`config.mk`:
```
export PLATFORM = sky130hd
export DESIGN_NAME = stack_arbiter2_flat
export DESIGN_NICKNAME = d
export VERILOG_FILES = /design/src/rtl/stack_arbiter2_if.sv /design/src/rtl/stack_arbiter2.sv /design/src/flat_wrapper.sv
export SDC_FILE = /design/constraint.sdc
export NUM_CORES = 1
export LEC_CHECK = 0
export ABC_AREA = 1
export BUFFER_PORTS_ARGS = -buffer_cell sky130_fd_sc_hd__clkbuf_2
export CAP_MARGIN = 10
export CELL_PAD_IN_SITES_DETAIL_PLACEMENT = 1
export CELL_PAD_IN_SITES_GLOBAL_PLACEMENT = 2
export CORE_UTILIZATION = 37
export CTS_CLUSTER_DIAMETER = 80
export CTS_CLUSTER_SIZE = 16
export DETAILED_ROUTE_END_ITERATION = 12
export HOLD_SLACK_MARGIN = 0.12
export PLACE_DENSITY = 0.91
export SETUP_SLACK_MARGIN = 0.5
export SYNTH_ARGS = -nofsm -noshare
export SYNTH_HDL_FRONTEND = slang
export SYNTH_SLANG_ARGS = --single-unit
```
`constraint.sdc`:
```
create_clock -name clk -period 2.6 [get_ports clk]
set_input_delay 0.39 -clock clk [delete_from_list [all_inputs] [get_ports clk]]
set_output_delay 0.39 -clock clk [all_outputs]
set_load 0.01 [all_outputs]
```
`src/rtl/stack_arbiter2_if.sv`:
```
// Bus bundle for the two-client shared stack: per-client request/acknowledge
// channels plus the occupancy status of the stack.
interface stack_arbiter2_if #(
  parameter int DEPTH      = 8,
  parameter int DATA_WIDTH = 8
);
  localparam int CW = $clog2(DEPTH + 1);

  logic                  req0;
  logic                  op0;
  logic [DATA_WIDTH-1:0] wdata0;
  logic                  gnt0;
  logic [DATA_WIDTH-1:0] rdata0;
  logic                  err0;

  logic                  req1;
  logic                  op1;
  logic [DATA_WIDTH-1:0] wdata1;
  logic                  gnt1;
  logic [DATA_WIDTH-1:0] rdata1;
  logic                  err1;

  logic [CW-1:0]         count;
  logic                  empty;
  logic                  full;

  modport master (
    output req0, op0, wdata0, req1, op1, wdata1,
    input  gnt0, rdata0, err0, gnt1, rdata1, err1, count, empty, full
  );

  modport slave (
    input  req0, op0, wdata0, req1, op1, wdata1,
    output gnt0, rdata0, err0, gnt1, rdata1, err1, count, empty, full
  );
endinterface

```
`src/rtl/stack_arbiter2.sv`:
```
// Shared LIFO serving two requesters with round-robin arbitration, one
// operation per cycle, registered acknowledge carrying pop data and error.
module stack_arbiter2 #(
  parameter int DEPTH      = 8,
  parameter int DATA_WIDTH = 8
) (
  input  logic             clk,
  input  logic             rst,
  stack_arbiter2_if.slave  bus
);
  localparam int CW = $clog2(DEPTH + 1);
  localparam int AW = $clog2(DEPTH);
  localparam logic [CW-1:0] FULL_CNT = CW'(DEPTH);
  localparam logic [CW-1:0] ONE      = CW'(1);

  logic [DATA_WIDTH-1:0] mem [DEPTH];

  logic [CW-1:0]         count;
  logic                  last_gnt;
  logic                  gnt0, gnt1, err0, err1;
  logic [DATA_WIDTH-1:0] rdata0, rdata1;

  logic                  elig0, elig1, grant0, grant1;
  logic                  sel_op, wr_en, err_n, is_full, is_empty;
  logic [DATA_WIDTH-1:0] sel_wdata, rdata_n;
  logic [CW-1:0]         count_n, count_m1;
  logic [AW-1:0]         widx, ridx;

  assign is_full  = (count == FULL_CNT);
  assign is_empty = (count == '0);
  assign count_m1 = count - ONE;
  assign widx     = count[AW-1:0];
  assign ridx     = count_m1[AW-1:0];

  // A client acknowledged last cycle is masked so a held request is not served twice
  assign elig0 = bus.req0 && !gnt0;
  assign elig1 = bus.req1 && !gnt1;

  always_comb begin
    grant0    = 1'b0;
    grant1    = 1'b0;
    wr_en     = 1'b0;
    err_n     = 1'b0;
    rdata_n   = '0;
    count_n   = count;
    if (elig0 && elig1) begin
      grant0 = last_gnt;
      grant1 = !last_gnt;
    end else begin
      grant0 = elig0;
      grant1 = elig1;
    end
    sel_op    = grant1 ? bus.op1    : bus.op0;
    sel_wdata = grant1 ? bus.wdata1 : bus.wdata0;
    if (grant0 || grant1) begin
      if (sel_op) begin
        if (!is_full) begin
          wr_en   = 1'b1;
          count_n = count + ONE;
        end else begin
          err_n = 1'b1;
        end
      end else begin
        if (!is_empty) begin
          rdata_n = mem[ridx];
          count_n = count_m1;
        end else begin
          err_n = 1'b1;
        end
      end
    end
  end

  // Storage is deliberately not reset; occupancy alone defines valid entries
  always_ff @(posedge clk) begin
    if (wr_en) mem[widx] <= sel_wdata;
  end

  always_ff @(posedge clk or posedge rst) begin
    if (rst) begin
      count    <= '0;
      last_gnt <= 1'b1;
      gnt0     <= 1'b0;
      gnt1     <= 1'b0;
      err0     <= 1'b0;
      err1     <= 1'b0;
      rdata0   <= '0;
      rdata1   <= '0;
    end else begin
      count  <= count_n;
      gnt0   <= grant0;
      gnt1   <= grant1;
      err0   <= grant0 && err_n;
      err1   <= grant1 && err_n;
      rdata0 <= grant0 ? rdata_n : '0;
      rdata1 <= grant1 ? rdata_n : '0;
      if (grant0)      last_gnt <= 1'b0;
      else if (grant1) last_gnt <= 1'b1;
    end
  end

  assign bus.gnt0   = gnt0;
  assign bus.gnt1   = gnt1;
  assign bus.err0   = err0;
  assign bus.err1   = err1;
  assign bus.rdata0 = rdata0;
  assign bus.rdata1 = rdata1;
  assign bus.count  = count;
  assign bus.empty  = is_empty;
  assign bus.full   = is_full;
endmodule

```
`src/flat_wrapper.sv`:
```
// flat-port wrapper written by rule: the top's interface ports become plain ports
module stack_arbiter2_flat 
#(
  parameter int DEPTH      = 8,
  parameter int DATA_WIDTH = 8
)
  (clk, rst, bus_req0, bus_op0, bus_wdata0, bus_req1, bus_op1, bus_wdata1, bus_gnt0, bus_rdata0, bus_err0, bus_gnt1, bus_rdata1, bus_err1, bus_count, bus_empty, bus_full);
  stack_arbiter2_if #(.DEPTH(DEPTH), .DATA_WIDTH(DATA_WIDTH)) bus_i ();
  input  logic clk;
  input  logic rst;
  input wire logic [$bits(bus_i.req0)-1:0] bus_req0;
  input wire logic [$bits(bus_i.op0)-1:0] bus_op0;
  input wire logic [$bits(bus_i.wdata0)-1:0] bus_wdata0;
  input wire logic [$bits(bus_i.req1)-1:0] bus_req1;
  input wire logic [$bits(bus_i.op1)-1:0] bus_op1;
  input wire logic [$bits(bus_i.wdata1)-1:0] bus_wdata1;
  output wire logic [$bits(bus_i.gnt0)-1:0] bus_gnt0;
  output wire logic [$bits(bus_i.rdata0)-1:0] bus_rdata0;
  output wire logic [$bits(bus_i.err0)-1:0] bus_err0;
  output wire logic [$bits(bus_i.gnt1)-1:0] bus_gnt1;
  output wire logic [$bits(bus_i.rdata1)-1:0] bus_rdata1;
  output wire logic [$bits(bus_i.err1)-1:0] bus_err1;
  output wire logic [$bits(bus_i.count)-1:0] bus_count;
  output wire logic [$bits(bus_i.empty)-1:0] bus_empty;
  output wire logic [$bits(bus_i.full)-1:0] bus_full;
  assign bus_i.req0 = bus_req0;
  assign bus_i.op0 = bus_op0;
  assign bus_i.wdata0 = bus_wdata0;
  assign bus_i.req1 = bus_req1;
  assign bus_i.op1 = bus_op1;
  assign bus_i.wdata1 = bus_wdata1;
  assign bus_gnt0 = bus_i.gnt0;
  assign bus_rdata0 = bus_i.rdata0;
  assign bus_err0 = bus_i.err0;
  assign bus_gnt1 = bus_i.gnt1;
  assign bus_rdata1 = bus_i.rdata1;
  assign bus_err1 = bus_i.err1;
  assign bus_count = bus_i.count;
  assign bus_empty = bus_i.empty;
  assign bus_full = bus_i.full;
  stack_arbiter2 #(.DEPTH(DEPTH), .DATA_WIDTH(DATA_WIDTH)) u_core (.clk(clk), .rst(rst), .bus(bus_i));
endmodule
```
==> summary.md <==
| Metric | Value |
|---|---|
| Clock slew at reported path FFs | `110 ps` |
| GPL Wtd Cong | `0.901` |
| DR DRC count | `0` |
| R2R Path End | `u_core.mem[3][6]` |
| Count leader, synth | `nand2_1` |
| Initial Utilization | `38.1%` |
| GRT Util Overall | `20.4%` |
| Total global routing overflow | `0` |
| CTS tree | `built` |
| I/O Buffers | `between 40 and 50` |
| Final Hold Vio Count | `0` |
| H-Tree Depth | `3` |
| Fmax | `500 MHz` |
| Clk buf depth | `2` |
| DRT iter0 DRCs | `173` |
| Startpoint types | `flip-flop` |
| Worst skew pair latency | `between 300 and 400 ps` |
| Post-synth top area share | `49.1%` |
| Hold Crit Class | `in -> async` |
| Power Density | `roughly 1100 mW/mm^2` |
| Avg Inst Size Synth | `9.99 um^2` |
| Vias in the first global route | `roughly 3.2k` |
| Final setup violation count | `0` |
| CP Capture Type | `output port` |
| LEAKAGE | `0.00210 uW` |
| WS Path Type | `reg -> out` |
| Peak supply drop | `0.579 mV` |
| Status | `finished clean` |
| Synth area leader | `edfxtp_1` |
| Prevailing post-synth register cell | `edfxtp_1` |
| Core area | `0.0103 mm^2` |
| Min cycle time layout | `2000 ps` |
| DP Area | `0.00432 mm^2` |
| Async S/R FF share, synth | `28.1%` |
| Fillers | `1193` |
| Max_cap viols | `0` |
| Final wirelength | `10700 um` |
| Reg-to-Reg Start | `u_core.bus.count[1]` |
| Final Max Tran Viols | `0` |
| CTS hold repair buffers | `0` |
| Initial antenna violation count | `0` |
| RSZ-0062 raised after global routing | `false` |
| Final period util | `about three quarters` |
| R2R Setup Slk | `600 ps` |
| P&R area growth vs syn | `16.8%` |
| Fin area | `0.00457 mm^2` |
| Share of layout cells above drive strength 1 | `21.3%` |
| Pin count of the biggest net entering global routing | `41` |
| Clock Tree Root | `clkbuf_8` |
| Synth Warn # | `0` |
| Post-DP HPWL | `7640 um` |
| Drt pass-1 iters | `4` |
| Synth area leaders | `edfxtp_1 (49%), dfrtp_1 (15%), nand2_1 (14%)` |
| ANT cells | `0` |
| Die area | `0.0110 mm^2` |
| Post-Synthesis Cells | `392` |
| Fin nets | `476` |
| Die Wd | `105 um` |
| Maximum fanout along the worst path | `9` |
| Met3 Usage GRT | `4.05%` |
| Number of synthesized flops with an enable pin | `64` |
| Required time worst endpoint | `2210 ps` |
| Synth Cell Area | `0.00392 mm^2` |
| Synth top cells by count | `nand2_1 (141), edfxtp_1 (64), nand3_1 (41)` |
| Relative slew margins | `37.2%` |
| CTS buffer count | `9` |
| Avg WL per Cell | `18.0 um` |
| Yosys cell types | `26` |
| Met1 Track Usage GR | `25.1%` |
| First-pass GRT wire length | `between 15000 and 20000 um` |
| Number of synthesized register bits | `a little under 90` |
| Num rows | `37` |
| Vias/cell | `4.89` |
| Worst Reg-to-Reg Cells | `6` |
| Setup TNS | `0 ps` |
| Chip height | `between 100 and 150 um` |
| GR peak layer | `met2` |
| CTS Sinks | `89` |
| Worst Tran Pin Value | `around 940 ps` |
| Critical path data arrival time | `about 1600 ps` |
| Seq/Total Area, Yosys | `65.1%` |
| Post-route ant nets | `0` |
| Clk_skew | `21.4 ps` |
| IO Pins | `48` |
| Met2 Usage GRT | `36.0%` |
| Via count | `2893` |
| Post-Synthesis Net Count | `approximately 420` |
cells by family after synthesis:
family	after synthesis	share of synthesized area [%]
AOI/OAI and AO/OA	11	1.41
adders and majority gates	3	0.959
and+or+nand+nor	239	25.6
DFF	89	65.1
xor gates and xnor gates	2	0.927
buffers and inverters	48	6.07
critical path, stage by stage, from the launching register on:
cell and delay (ps):
dfrtp_1 510, inv_1 160, ha_4 190, nand3_1 200, inv_1 70, clkbuf_2 130
registers in the layout (all words and copies together), names as in the netlist:
name	count
u_core.mem	64
u_core.bus.rdata0	8
u_core.bus.rdata1	8
u_core.bus.count	4
u_core.bus.err0	1
u_core.bus.err1	1
u_core.bus.gnt0	1
u_core.bus.gnt1	1
u_core.last_gnt	1
per-stage QoR:
step           total power, uW  worst slack, ps  std cells  util, %  hold slack (ps)
5_1_grt                   5470              491        592     44.5              284
6_report                  5140              599        592     44.5              190
3_5_place_dp              4070              411        574     42.0              532
3_3_place_gp              4010              488        574     42.0              493
2_1_floorplan             3380              403        392        -              417
4_1_cts                   5060              502        590     44.1              236
where the power goes:
group / switching (uW) / total, uW / leakage, uW / internal [uW]
combinational: 1570 / 2320 / 0.00108 / 751
sequential: 105 / 1840 / 0.000915 / 1740
clock: 586 / 971 / 0.000104 / 386
total: 2260 / 5140 / 0.00210 / 2880
layout by cell type (no fill, tap or decap), drive strengths merged:
| master | n |
|---|---|
| clkinv | 4 |
| nand3 | 42 |
| xor2 | 2 |
| nand4 | 3 |
| dfstp | 1 |
| nand2 | 146 |
| nor3 | 10 |
| ha | 3 |
| nor2 | 38 |
| buf | 17 |
| a21oi | 5 |
| dfrtp | 24 |
| clkbuf | 56 |
| inv | 35 |
| o21ai | 6 |
| edfxtp | 64 |
per-layer routing:
layer  vias to the layer above  wire length [um]
met5                         -                 0
met4                         0               177
met3                        19               446
met2                        60              5460
met1                      1422              4570
li1                       1392                 -
final cells by class:
class,instances,area (um^2),share of cell area (%)
clock buffers,9,124,2.71
clock inverters,7,81.3,1.78
inverters,32,124,2.71
multi-input cells,255,1150,25.2
flip-flops and latches,89,2550,55.7
well taps,136,170,3.72
repair buffers,64,375,8.21
repair_timing:
action / CTS / global route
hold endpoints to repair: 0 / 0
gates resized for setup: 3 / 4
pin swaps: 0 / 1
setup buffers: 0 / 2
gates cloned: 0 / 0
endpoints found under the setup margin: 32 / 71
how the worst max path moves through the flow:
stage                     slack, ps                 from                   end
after floorplan                 400  u_core.bus.count[0]      u_core.mem[2][0]
after global placement          490  u_core.bus.count[0]  u_core.bus.rdata0[0]
after detailed placement        410  u_core.bus.count[1]  u_core.bus.rdata1[6]
after CTS                       500  u_core.bus.count[0]  u_core.bus.rdata0[0]
after global routing            490  u_core.bus.count[1]      u_core.mem[4][7]
final                           600  u_core.bus.count[1]              bus_full
Note: power is estimated with default switching activity, not from simulation.
